$ cat src/rtl/systolic_tile_feeder_if.sv
// Row-in / vector-out bus between the tile memory reader, the feeder and the skew block.
interface systolic_tile_feeder_if #(
  parameter int unsigned WIDTH  = 8,
  parameter int unsigned LENGTH = 5
);
  logic                          In_Valid;
  logic                          In_Ready;
  logic [LENGTH-1:0][WIDTH-1:0]  In_Row;
  logic                          Out_Stall;
  logic [LENGTH-1:0][WIDTH-1:0]  Out_Vector;
  logic                          Out_EN;
  logic                          Out_Valid;
  logic                          Tile_Done;
  logic                          Busy;

  modport master (
    output In_Valid, In_Row, Out_Stall,
    input  In_Ready, Out_Vector, Out_EN, Out_Valid, Tile_Done, Busy
  );

  modport slave (
    input  In_Valid, In_Row, Out_Stall,
    output In_Ready, Out_Vector, Out_EN, Out_Valid, Tile_Done, Busy
  );
endinterface

$ cat src/rtl/systolic_tile_feeder.sv
// Buffers a LENGTH x LENGTH tile and streams it row-per-cycle into the skew block, then flushes.
// Define FEEDER_DOUBLE_BUFFER_EN for ping-pong banks that load while the other bank streams.
module systolic_tile_feeder #(
  parameter int unsigned WIDTH  = 8,
  parameter int unsigned LENGTH = 5
) (
  input logic                  CLK,
  input logic                  SYNC_RST,
  systolic_tile_feeder_if.slave io
);
  localparam int unsigned CW = $clog2(LENGTH) + 1;
  localparam int unsigned IW = (LENGTH > 1) ? $clog2(LENGTH) : 1;
  localparam logic [CW-1:0] ROW_LAST   = CW'(LENGTH - 1);
  // Unreachable when LENGTH==1 (no flush phase), so the wrap is harmless.
  localparam logic [CW-1:0] FLUSH_LAST = CW'(LENGTH - 2);

  typedef logic [LENGTH-1:0][WIDTH-1:0] row_t;
  typedef enum logic [1:0] {S_LOAD, S_STREAM, S_FLUSH} state_t;

  state_t        r_state, w_state_nxt;
  logic [CW-1:0] r_wr_cnt, w_wr_cnt_nxt;
  logic [CW-1:0] r_rd_cnt, w_rd_cnt_nxt;
  logic          w_in_ready;
  logic          w_accept;
  logic          w_load_last;
  logic          w_tile_end;
  row_t          w_rd_row;
  row_t          w_out_vector;
  logic          w_out_en;
  logic          w_out_valid;
  logic          w_tile_done;

`ifdef FEEDER_DOUBLE_BUFFER_EN
  // r_bank is the streaming bank; the load bank is always the other one.
  row_t r_buf [2][LENGTH];
  logic r_bank, w_bank_nxt;
  logic r_ld_full, w_ld_full_nxt;

  assign w_in_ready = ~r_ld_full;
  assign w_rd_row   = r_buf[r_bank][IW'(r_rd_cnt)];

  always_ff @(posedge CLK) begin
    if (SYNC_RST && w_accept) r_buf[~r_bank][IW'(r_wr_cnt)] <= io.In_Row;
  end
`else
  row_t r_buf [LENGTH];

  assign w_in_ready = (r_state == S_LOAD);
  assign w_rd_row   = r_buf[IW'(r_rd_cnt)];

  always_ff @(posedge CLK) begin
    if (SYNC_RST && w_accept) r_buf[IW'(r_wr_cnt)] <= io.In_Row;
  end
`endif

  assign w_accept    = io.In_Valid & w_in_ready;
  assign w_load_last = w_accept && (r_wr_cnt == ROW_LAST);

  always_ff @(posedge CLK) begin
    if (!SYNC_RST) begin
      r_state   <= S_LOAD;
      r_wr_cnt  <= '0;
      r_rd_cnt  <= '0;
`ifdef FEEDER_DOUBLE_BUFFER_EN
      r_bank    <= 1'b0;
      r_ld_full <= 1'b0;
`endif
    end else begin
      r_state   <= w_state_nxt;
      r_wr_cnt  <= w_wr_cnt_nxt;
      r_rd_cnt  <= w_rd_cnt_nxt;
`ifdef FEEDER_DOUBLE_BUFFER_EN
      r_bank    <= w_bank_nxt;
      r_ld_full <= w_ld_full_nxt;
`endif
    end
  end

  // Next state, counters and output decode; outputs depend on registers and Out_Stall only.
  always_comb begin
    w_state_nxt  = r_state;
    w_wr_cnt_nxt = r_wr_cnt;
    w_rd_cnt_nxt = r_rd_cnt;
    w_tile_end   = 1'b0;
    w_out_vector = '0;
    w_out_en     = 1'b0;
    w_out_valid  = 1'b0;
    w_tile_done  = 1'b0;
`ifdef FEEDER_DOUBLE_BUFFER_EN
    w_bank_nxt    = r_bank;
    w_ld_full_nxt = r_ld_full;
`endif

    if (w_accept) w_wr_cnt_nxt = w_load_last ? '0 : r_wr_cnt + CW'(1);

    case (r_state)
      S_LOAD: begin
        if (w_load_last) begin
          w_state_nxt  = S_STREAM;
          w_rd_cnt_nxt = '0;
`ifdef FEEDER_DOUBLE_BUFFER_EN
          w_bank_nxt   = ~r_bank;
`endif
        end
      end
      S_STREAM: begin
        w_out_vector = w_rd_row;
        w_out_valid  = 1'b1;
        w_out_en     = ~io.Out_Stall;
        if (!io.Out_Stall) begin
          if (r_rd_cnt == ROW_LAST) begin
            w_rd_cnt_nxt = '0;
            if (LENGTH == 1) w_tile_end  = 1'b1;
            else             w_state_nxt = S_FLUSH;
          end else begin
            w_rd_cnt_nxt = r_rd_cnt + CW'(1);
          end
        end
      end
      S_FLUSH: begin
        w_out_en = ~io.Out_Stall;
        if (!io.Out_Stall) begin
          if (r_rd_cnt == FLUSH_LAST) begin
            w_rd_cnt_nxt = '0;
            w_tile_end   = 1'b1;
          end else begin
            w_rd_cnt_nxt = r_rd_cnt + CW'(1);
          end
        end
      end
      default: w_state_nxt = S_LOAD;
    endcase

`ifdef FEEDER_DOUBLE_BUFFER_EN
    if (w_load_last && (r_state != S_LOAD)) w_ld_full_nxt = 1'b1;
`endif

    if (w_tile_end) begin
      w_tile_done = 1'b1;
`ifdef FEEDER_DOUBLE_BUFFER_EN
      // A bank that fills on this very edge counts as already full.
      if (r_ld_full || w_load_last) begin
        w_state_nxt   = S_STREAM;
        w_bank_nxt    = ~r_bank;
        w_ld_full_nxt = 1'b0;
      end else begin
        w_state_nxt   = S_LOAD;
      end
`else
      w_state_nxt = S_LOAD;
`endif
    end
  end

  assign io.In_Ready   = w_in_ready;
  assign io.Out_Vector = w_out_vector;
  assign io.Out_EN     = w_out_en;
  assign io.Out_Valid  = w_out_valid;
  assign io.Tile_Done  = w_tile_done;
  assign io.Busy       = (r_state == S_STREAM) || (r_state == S_FLUSH);

endmodule

$ cat src/flat_wrapper.sv
// flat-port wrapper written by rule: the top's interface ports become plain ports
module systolic_tile_feeder_flat 
#(
  parameter int unsigned WIDTH  = 8,
  parameter int unsigned LENGTH = 5
)
  (CLK, SYNC_RST, io_In_Valid, io_In_Row, io_Out_Stall, io_In_Ready, io_Out_Vector, io_Out_EN, io_Out_Valid, io_Tile_Done, io_Busy);
  systolic_tile_feeder_if #(.WIDTH(WIDTH), .LENGTH(LENGTH)) io_i ();
  input logic CLK;
  input logic SYNC_RST;
  input wire logic [$bits(io_i.In_Valid)-1:0] io_In_Valid;
  input wire logic [$bits(io_i.In_Row)-1:0] io_In_Row;
  input wire logic [$bits(io_i.Out_Stall)-1:0] io_Out_Stall;
  output wire logic [$bits(io_i.In_Ready)-1:0] io_In_Ready;
  output wire logic [$bits(io_i.Out_Vector)-1:0] io_Out_Vector;
  output wire logic [$bits(io_i.Out_EN)-1:0] io_Out_EN;
  output wire logic [$bits(io_i.Out_Valid)-1:0] io_Out_Valid;
  output wire logic [$bits(io_i.Tile_Done)-1:0] io_Tile_Done;
  output wire logic [$bits(io_i.Busy)-1:0] io_Busy;
  assign io_i.In_Valid = io_In_Valid;
  assign io_i.In_Row = io_In_Row;
  assign io_i.Out_Stall = io_Out_Stall;
  assign io_In_Ready = io_i.In_Ready;
  assign io_Out_Vector = io_i.Out_Vector;
  assign io_Out_EN = io_i.Out_EN;
  assign io_Out_Valid = io_i.Out_Valid;
  assign io_Tile_Done = io_i.Tile_Done;
  assign io_Busy = io_i.Busy;
  systolic_tile_feeder #(.WIDTH(WIDTH), .LENGTH(LENGTH)) u_core (.CLK(CLK), .SYNC_RST(SYNC_RST), .io(io_i));
endmodule
$ cat config.mk
export PLATFORM = sky130hd
export DESIGN_NAME = systolic_tile_feeder_flat
export DESIGN_NICKNAME = d
export VERILOG_FILES = /design/src/rtl/systolic_tile_feeder_if.sv /design/src/rtl/systolic_tile_feeder.sv /design/src/flat_wrapper.sv
export SDC_FILE = /design/constraint.sdc
export NUM_CORES = 1
export LEC_CHECK = 0
export BUFFER_PORTS_ARGS = -buffer_cell sky130_fd_sc_hd__buf_2
export CAP_MARGIN = 10
export CORE_MARGIN = 3
export CORE_UTILIZATION = 45
export CTS_CLUSTER_DIAMETER = 50
export DETAILED_ROUTE_END_ITERATION = 8
export PLACE_DENSITY = 0.7
export SYNTH_ARGS = -nofsm -noshare
export SYNTH_HDL_FRONTEND = slang
export SYNTH_SLANG_ARGS = --single-unit
$ cat constraint.sdc
create_clock -name CLK -period 9.25 [get_ports CLK]
set_clock_uncertainty 0.1 [all_clocks]
set_input_delay 1.85 -clock CLK [delete_from_list [all_inputs] [get_ports CLK]]
set_output_delay 1.85 -clock CLK [all_outputs]
set_load 0.02 [all_outputs]
==> out/metrics.cfg, run 1 <==
[cells_and_area]
postLayoutCellArea_mm2=0.009886
area.growth.synth_to_final_pct=18.51
fin_nets=584
n_antenna_cell=0
layout-drive-gt1-share_pct=35.34

[die]
fp.dieH_um=142.2
initial_core_util_pct=46.12
rows=49
die_area_mm2=0.02021
die_w_um=142.2
core_region_area_mm2=0.01809
pin_count=89

[synthesis]
netlist_instances=427
synth_fp_nets=478
avgSynthCellArea_um2=19.54
async_flop_share_pct=0
yosysMostFrequentCell=edfxtp_1
netlist_top_cells_count=200 x edfxtp_1, 44 x nor2_1, 40 x mux2i_1, 40 x mux4_2, 13 x dfxtp_1
yosysTopAreaCell=edfxtp_1
synth.distinct_cells=40
synthesis.area_mm2=0.008342
seq_area_frac_synth_pct=75.12
ys.flop_type=edfxtp_1
yosysTopAreaCellShare_pct=72.00
yosys_warnings=0
synth_seq_cells=213
synth-edff-count=200
synth_area_leaders=edfxtp_1 72%, mux4_2 11%, mux2i_1 4.8%

[drt]
wl_um=15820
via_per_inst=5.434
ant_nets=0
drt_iter0_markers=269
drc_errors=0
firstDrtPassIters=5
routedWlPerCell_um=20.34
vias=4228

[clocking]
cts_buffer_depth=3
cts-resized-gates=0
root_buffer=clkbuf_16
cts_tree=built
cts_buffers=25
ctsHtreeMaxLevel=1
cts_setup_buffers=0
clk_latency_ns=0.50
cts.sinks=213
postCtsHoldBufs=0
path_clk_slew_ns=0.06

[placement]
io_buffer_count=88
placed_cell_area_mm2=0.009094
place_ws_ns=4.818
finalWeightedCongestion=0.7973
dp.final_hpwl_um=9014

[setup_path]
worstPathMaxFanout=40
critical_path.top_delay_family=flip-flops
critPathBufInv=1
cp-end-kind=output port
slowest_delay_ns=0.89
crit_path_start_kind=register
arrival_ns=2.50
required_ns=7.30
crit_chain=mux4_2, mux2i_1, nor2_1, buf_2
critPathKind=register to output port
cpMaxStageDelayCell=dfxtp_4

[timing]
fin_tns_setup_ns=0
min_period_ns=4.449
rsz0062_at_grt=no
hold_viol=0
setup_viol=0
slew_viol_final=0
period_share_pct=48.10
maxSlewHeadroom_pct=39.06
worstMarginPinSlew_ns=0.9127
fmax_mhz=224.8
setup_ws_ns=4.801

[pwr]
ir_drop_mv=0.1126
finalPower_uw=2055
leakage_uw=0.003292
p_per_area_mw_per_mm2=207.9

[global_route]
grt_start_max_net_pins=42
grt_util_all_layers_pct=15.65
grt_pass1_vias=4470
antenna_found_initial=2
grt_pass1_wl_um=24280
grt_overflow=0

[hold_path]
min-delay-path-class=register to register

[run]
drv_cap=0

[run_status]
status=complete, no violations

## stage by stage
stage / util, % / hold slack (ns) / cells
after floorplan: - / 0.3672 / 427
after global placement: 50.28 / 0.3820 / 735
after detailed placement: 50.28 / 0.4187 / 735
after CTS: 54.66 / 0.4306 / 778
after global routing: 54.66 / 0.4830 / 778
final: 54.66 / 0.4354 / 778
## logic make-up after synthesis
| group | Yosys count | share of synthesized area [%] |
|---|---|---|
| flip-flops | 213 | 75.12 |
| AND/OR/NAND/NOR | 81 | 4.935 |
| multiplexers | 80 | 15.60 |
| buffers and inverters | 28 | 1.500 |
| AO/OA/AOI/OAI | 18 | 1.800 |
| adder cells (fa/ha/maj) | 7 | 1.050 |
## worst register-to-register path: cells and delay by family, from the launching register on
family                     cells  cell delay (ns)
adders and majority gates      1             0.45
and+or+nand+nor                3             0.85
DFF                            1             0.34
buffers and inverters          2             0.49
## per-layer routing
layer,global-route usage [%],wire length (µm),up-vias
met4,3.788,229,4
met1,20.72,6758,2153
met2,26.34,7728,130
met5,0,14,-
li1,-,-,1919
met3,3.898,1090,22
## cell usage in the layout, fill, tap and decap left out, types with 3 or more instances in the layout
cell,n
a211oi_1,3
a21boi_0,4
buf_2,88
buf_4,12
clkbuf_16,25
clkinv_1,4
clkinv_2,4
clkinvlp_4,3
dfxtp_1,10
edfxtp_1,200
ha_1,7
inv_1,6
mux2i_1,40
mux4_2,40
nand2_1,8
nand3_1,3
nor2_1,44
nor3_2,3
## flip-flops by register name (all words and copies together) (netlist names), named ones only
register and count:
u_core.r_state 2, u_core.r_rd_cnt 4, u_core.r_buf 200, u_core.r_wr_cnt 4
## worst paths after layout
kind	start	end	slack (ns)	depth (start not counted)
max	register	io_Out_Vector[27]	4.80	4
min	u_core.r_state[0]	u_core.r_state[0]	0.44	2
max reg2reg	u_core.r_state[0]	u_core.r_buf[3][0]	6.68	6
min reg2reg	u_core.r_state[0]	u_core.r_state[0]	0.44	2
## layout make-up
| cell class | count | area, µm² |
|---|---|---|
| Clock buffer | 25 | 625.6 |
| Timing Repair Buffer | 100 | 530.5 |
| Fill cell | 1420 | 8200 |
| Sequential cell | 213 | 6272 |
| Inverter | 7 | 26.28 |
| Clock inverter | 18 | 166.4 |
| Multi-Input combinational cell | 186 | 1978 |
| Tap cell | 229 | 286.5 |
## where the power goes
group | switching [µW] | internal, µW | total (µW) | leakage (µW)
combinational | 31.8 | 20.9 | 52.7 | 0.000989
clock | 372 | 554 | 925 | 0.000384
sequential | 4.73 | 1070 | 1080 | 0.00192
total | 408 | 1650 | 2050 | 0.00329
No activity file was read; power rests on OpenSTA's default activity.
==> run 2, diff against run 1 <==
--- a/config.mk
+++ b/config.mk
@@ -11,7 +11,7 @@
 export CORE_UTILIZATION = 45
 export CTS_CLUSTER_DIAMETER = 50
 export DETAILED_ROUTE_END_ITERATION = 8
-export PLACE_DENSITY = 0.7
+export PLACE_DENSITY = 0.72
 export SYNTH_ARGS = -nofsm -noshare
 export SYNTH_HDL_FRONTEND = slang
 export SYNTH_SLANG_ARGS = --single-unit
==> constraint.sdc (replaced) <==
create_clock -name CLK -period 3.7 [get_ports CLK]
set_clock_uncertainty 0.1 [all_clocks]
set_input_delay 0.74 -clock CLK [delete_from_list [all_inputs] [get_ports CLK]]
set_output_delay 0.74 -clock CLK [all_outputs]
set_load 0.02 [all_outputs]
==> run 2 against run 1 <==
Clock power rose to 2.7 times the previous value; count of clock-buffer cells in the layout rose by 2; hold slack got worse by 0.074 ns; die area did not move; via count rose by 0.92%; final cell count did not move; critical path depth rose by 1; total power rose to 2.6 times the previous value; routed wire length rose by 3.1%; largest cell class unchanged; critical path type unchanged.
==> out/metrics.cfg, run 2 (synthesized netlist as in run 1, its figures left out) <==
[drt]
ant_nets=0  ; unchanged
wl_um=16310  ; +3.1%
via_per_inst=5.485  ; +0.92%
drc_errors=0  ; unchanged
firstDrtPassIters=4  ; -1
vias=4267  ; +0.92%
routedWlPerCell_um=20.96  ; +3.1%
drt_iter0_markers=355  ; +32%

[pwr]
ir_drop_mv=0.3290  ; +190%
finalPower_uw=5287  ; +160%
p_per_area_mw_per_mm2=531.3  ; +160%
leakage_uw=0.003313  ; +0.63%

[timing]
hold_viol=0  ; unchanged
setup_viol=0  ; unchanged
fmax_mhz=304.4
setup_ws_ns=0.4145  ; -4.386 ns
maxSlewHeadroom_pct=40.87  ; +1.8 points
period_share_pct=88.80
worstMarginPinSlew_ns=0.8857  ; -0.02704 ns
rsz0062_at_grt=no
min_period_ns=3.285
slew_viol_final=0  ; unchanged

[die]
rows=49  ; unchanged
pin_count=89  ; unchanged
die_w_um=142.2  ; unchanged
fp.dieH_um=142.2  ; unchanged
die_area_mm2=0.02021  ; unchanged
initial_core_util_pct=46.12  ; unchanged
core_region_area_mm2=0.01809  ; unchanged

[cells_and_area]
final_common_cell=edfxtp_1
fill_cells=1407  ; -0.92%
multi_input_area_mm2=0.001996  ; +0.89%
top_register=u_core.r_buf
top_regs=u_core.r_buf: 200 flops, u_core.r_rd_cnt: 4 flops, u_core.r_wr_cnt: 4 flops
mostFrequentLayoutCells=200 x edfxtp_1, 88 x buf_2, 44 x nor2_1
fin_nets=581  ; -0.51%
largest_reg_flops=200  ; unchanged
layout-drive-gt1-share_pct=34.49  ; -0.85 points
area.growth.synth_to_final_pct=19.29
seq_area_mm2=0.006272  ; unchanged

[global_route]
antenna_found_initial=1  ; -1
grt_start_max_net_pins=42  ; unchanged
grt_pass1_wl_um=25610  ; +5.5%
grt_overflow=0  ; unchanged
grt_pass1_vias=4498  ; +0.63%
grt_util_all_layers_pct=16.24  ; +0.59 points

[setup_path]
critical_path.top_delay_family=multiplexers
cpMaxStageDelayCell=dfxtp_4
critPathBufInv=2  ; +1
critPathKind=register to output port
slowest_delay_ns=0.66  ; -0.23 ns
crit_path_start_kind=register
worstPathMaxFanout=23  ; -43%
crit_chain=buf_12, mux4_2, mux2i_1, nor2_1, buf_2
cp-end-kind=output port
required_ns=2.86  ; -4.44 ns
arrival_ns=2.45  ; -0.05 ns

[clocking]
cts_buffer_depth=3  ; unchanged
cts_buffers=25  ; unchanged
cts_setup_buffers=0  ; unchanged
clk_latency_ns=0.50  ; about the same
cts.sinks=213  ; unchanged
path_clk_slew_ns=0.06  ; about the same
root_buffer=clkbuf_16
ctsHtreeMaxLevel=1  ; unchanged
cts_tree=built
cts-resized-gates=0  ; unchanged
postCtsHoldBufs=0  ; unchanged

[run_status]
status=complete, no violations

[placement]
place_ws_ns=0.8924  ; -3.926 ns
finalWeightedCongestion=0.7693  ; -3.5%
io_buffer_count=88  ; unchanged
dp.final_hpwl_um=9459  ; +4.9%

[hold_path]
min-delay-path-class=input port to register

[run]
drv_cap=0  ; unchanged

==> run 2: cell count changes in the layout (fill, tap and decap cells not counted), moves of 2 or more <==
| cell | previous run | this run |
|---|---|---|
| buf_4 | 12 | 8 |
| clkinvlp_4 | 3 | 0 |
| bufinv_16 | 2 | 4 |
| clkbuf_1 | 0 | 2 |
| clkinv_1 | 4 | 6 |
==> run 2: worst reg2reg max path, cell delays in order (launching register included) <==
cell     delay, ns
dfxtp_1       0.32
inv_1         0.08
ha_1          0.46
nand3_1       0.31
or2_2         0.41
nor3_2        0.14
buf_4         0.54
==> run 2: cell type report <==
| type | count | area share [%] |
|---|---|---|
| clock inverters | 18 | 2.150 |
| clock buffers | 27 | 6.362 |
| inverters | 7 | 0.2641 |
| diodes | 1 | 0.02515 |
| well taps | 229 | 2.879 |
| flip-flops and latches | 213 | 63.03 |
| multi-input cells | 186 | 20.06 |
| repair buffers | 97 | 5.231 |
==> run 2: through the flow <==
stage	TNS (ns)	instance area (µm²)	hold slack, ns	cells	utilization [%]
floorplan	-127.86	8354	0.3672	427	-
global placement	0	9101	0.3788	732	50.32
detailed placement	0	9101	0.4412	732	50.32
CTS	0	9948	0.3405	777	55.01
global route	0	9948	0.3527	777	55.01
finish	0	9951	0.3612	778	55.02
==> run 2: metal layers <==
metal / global-route usage, % / wire, µm / vias up / part of all wire [%]
met5: 0 / 7 / - / 0.043
met4: 4.293 / 362 / 2 / 2.2
met3: 4.032 / 1159 / 31 / 7.1
met2: 26.51 / 7874 / 143 / 48
met1: 22.12 / 6900 / 2167 / 42
li1: - / - / 1924 / -
==> run 2: final timing paths <==
check / start / cells after the start / endpoint / slack [ns]
worst max-delay path: register / 5 / io_Out_Vector[29] / 0.41
worst min-delay path: io_In_Row[34] / 1 / u_core.r_buf[2][34] / 0.36
worst min register to register: u_core.r_state[0] / 2 / u_core.r_state[0] / 0.46
worst max register to register: u_core.r_state[0] / 6 / u_core.r_buf[3][1] / 0.95
==> run 2: where the power goes <==
part | leakage, µW | switching (µW) | internal [µW] | total, µW
Sequential | 0.00192 | 13.6 | 2680 | 2690
Combinational | 0.000977 | 83.9 | 51.4 | 135
Clock | 0.000416 | 928 | 1530 | 2460
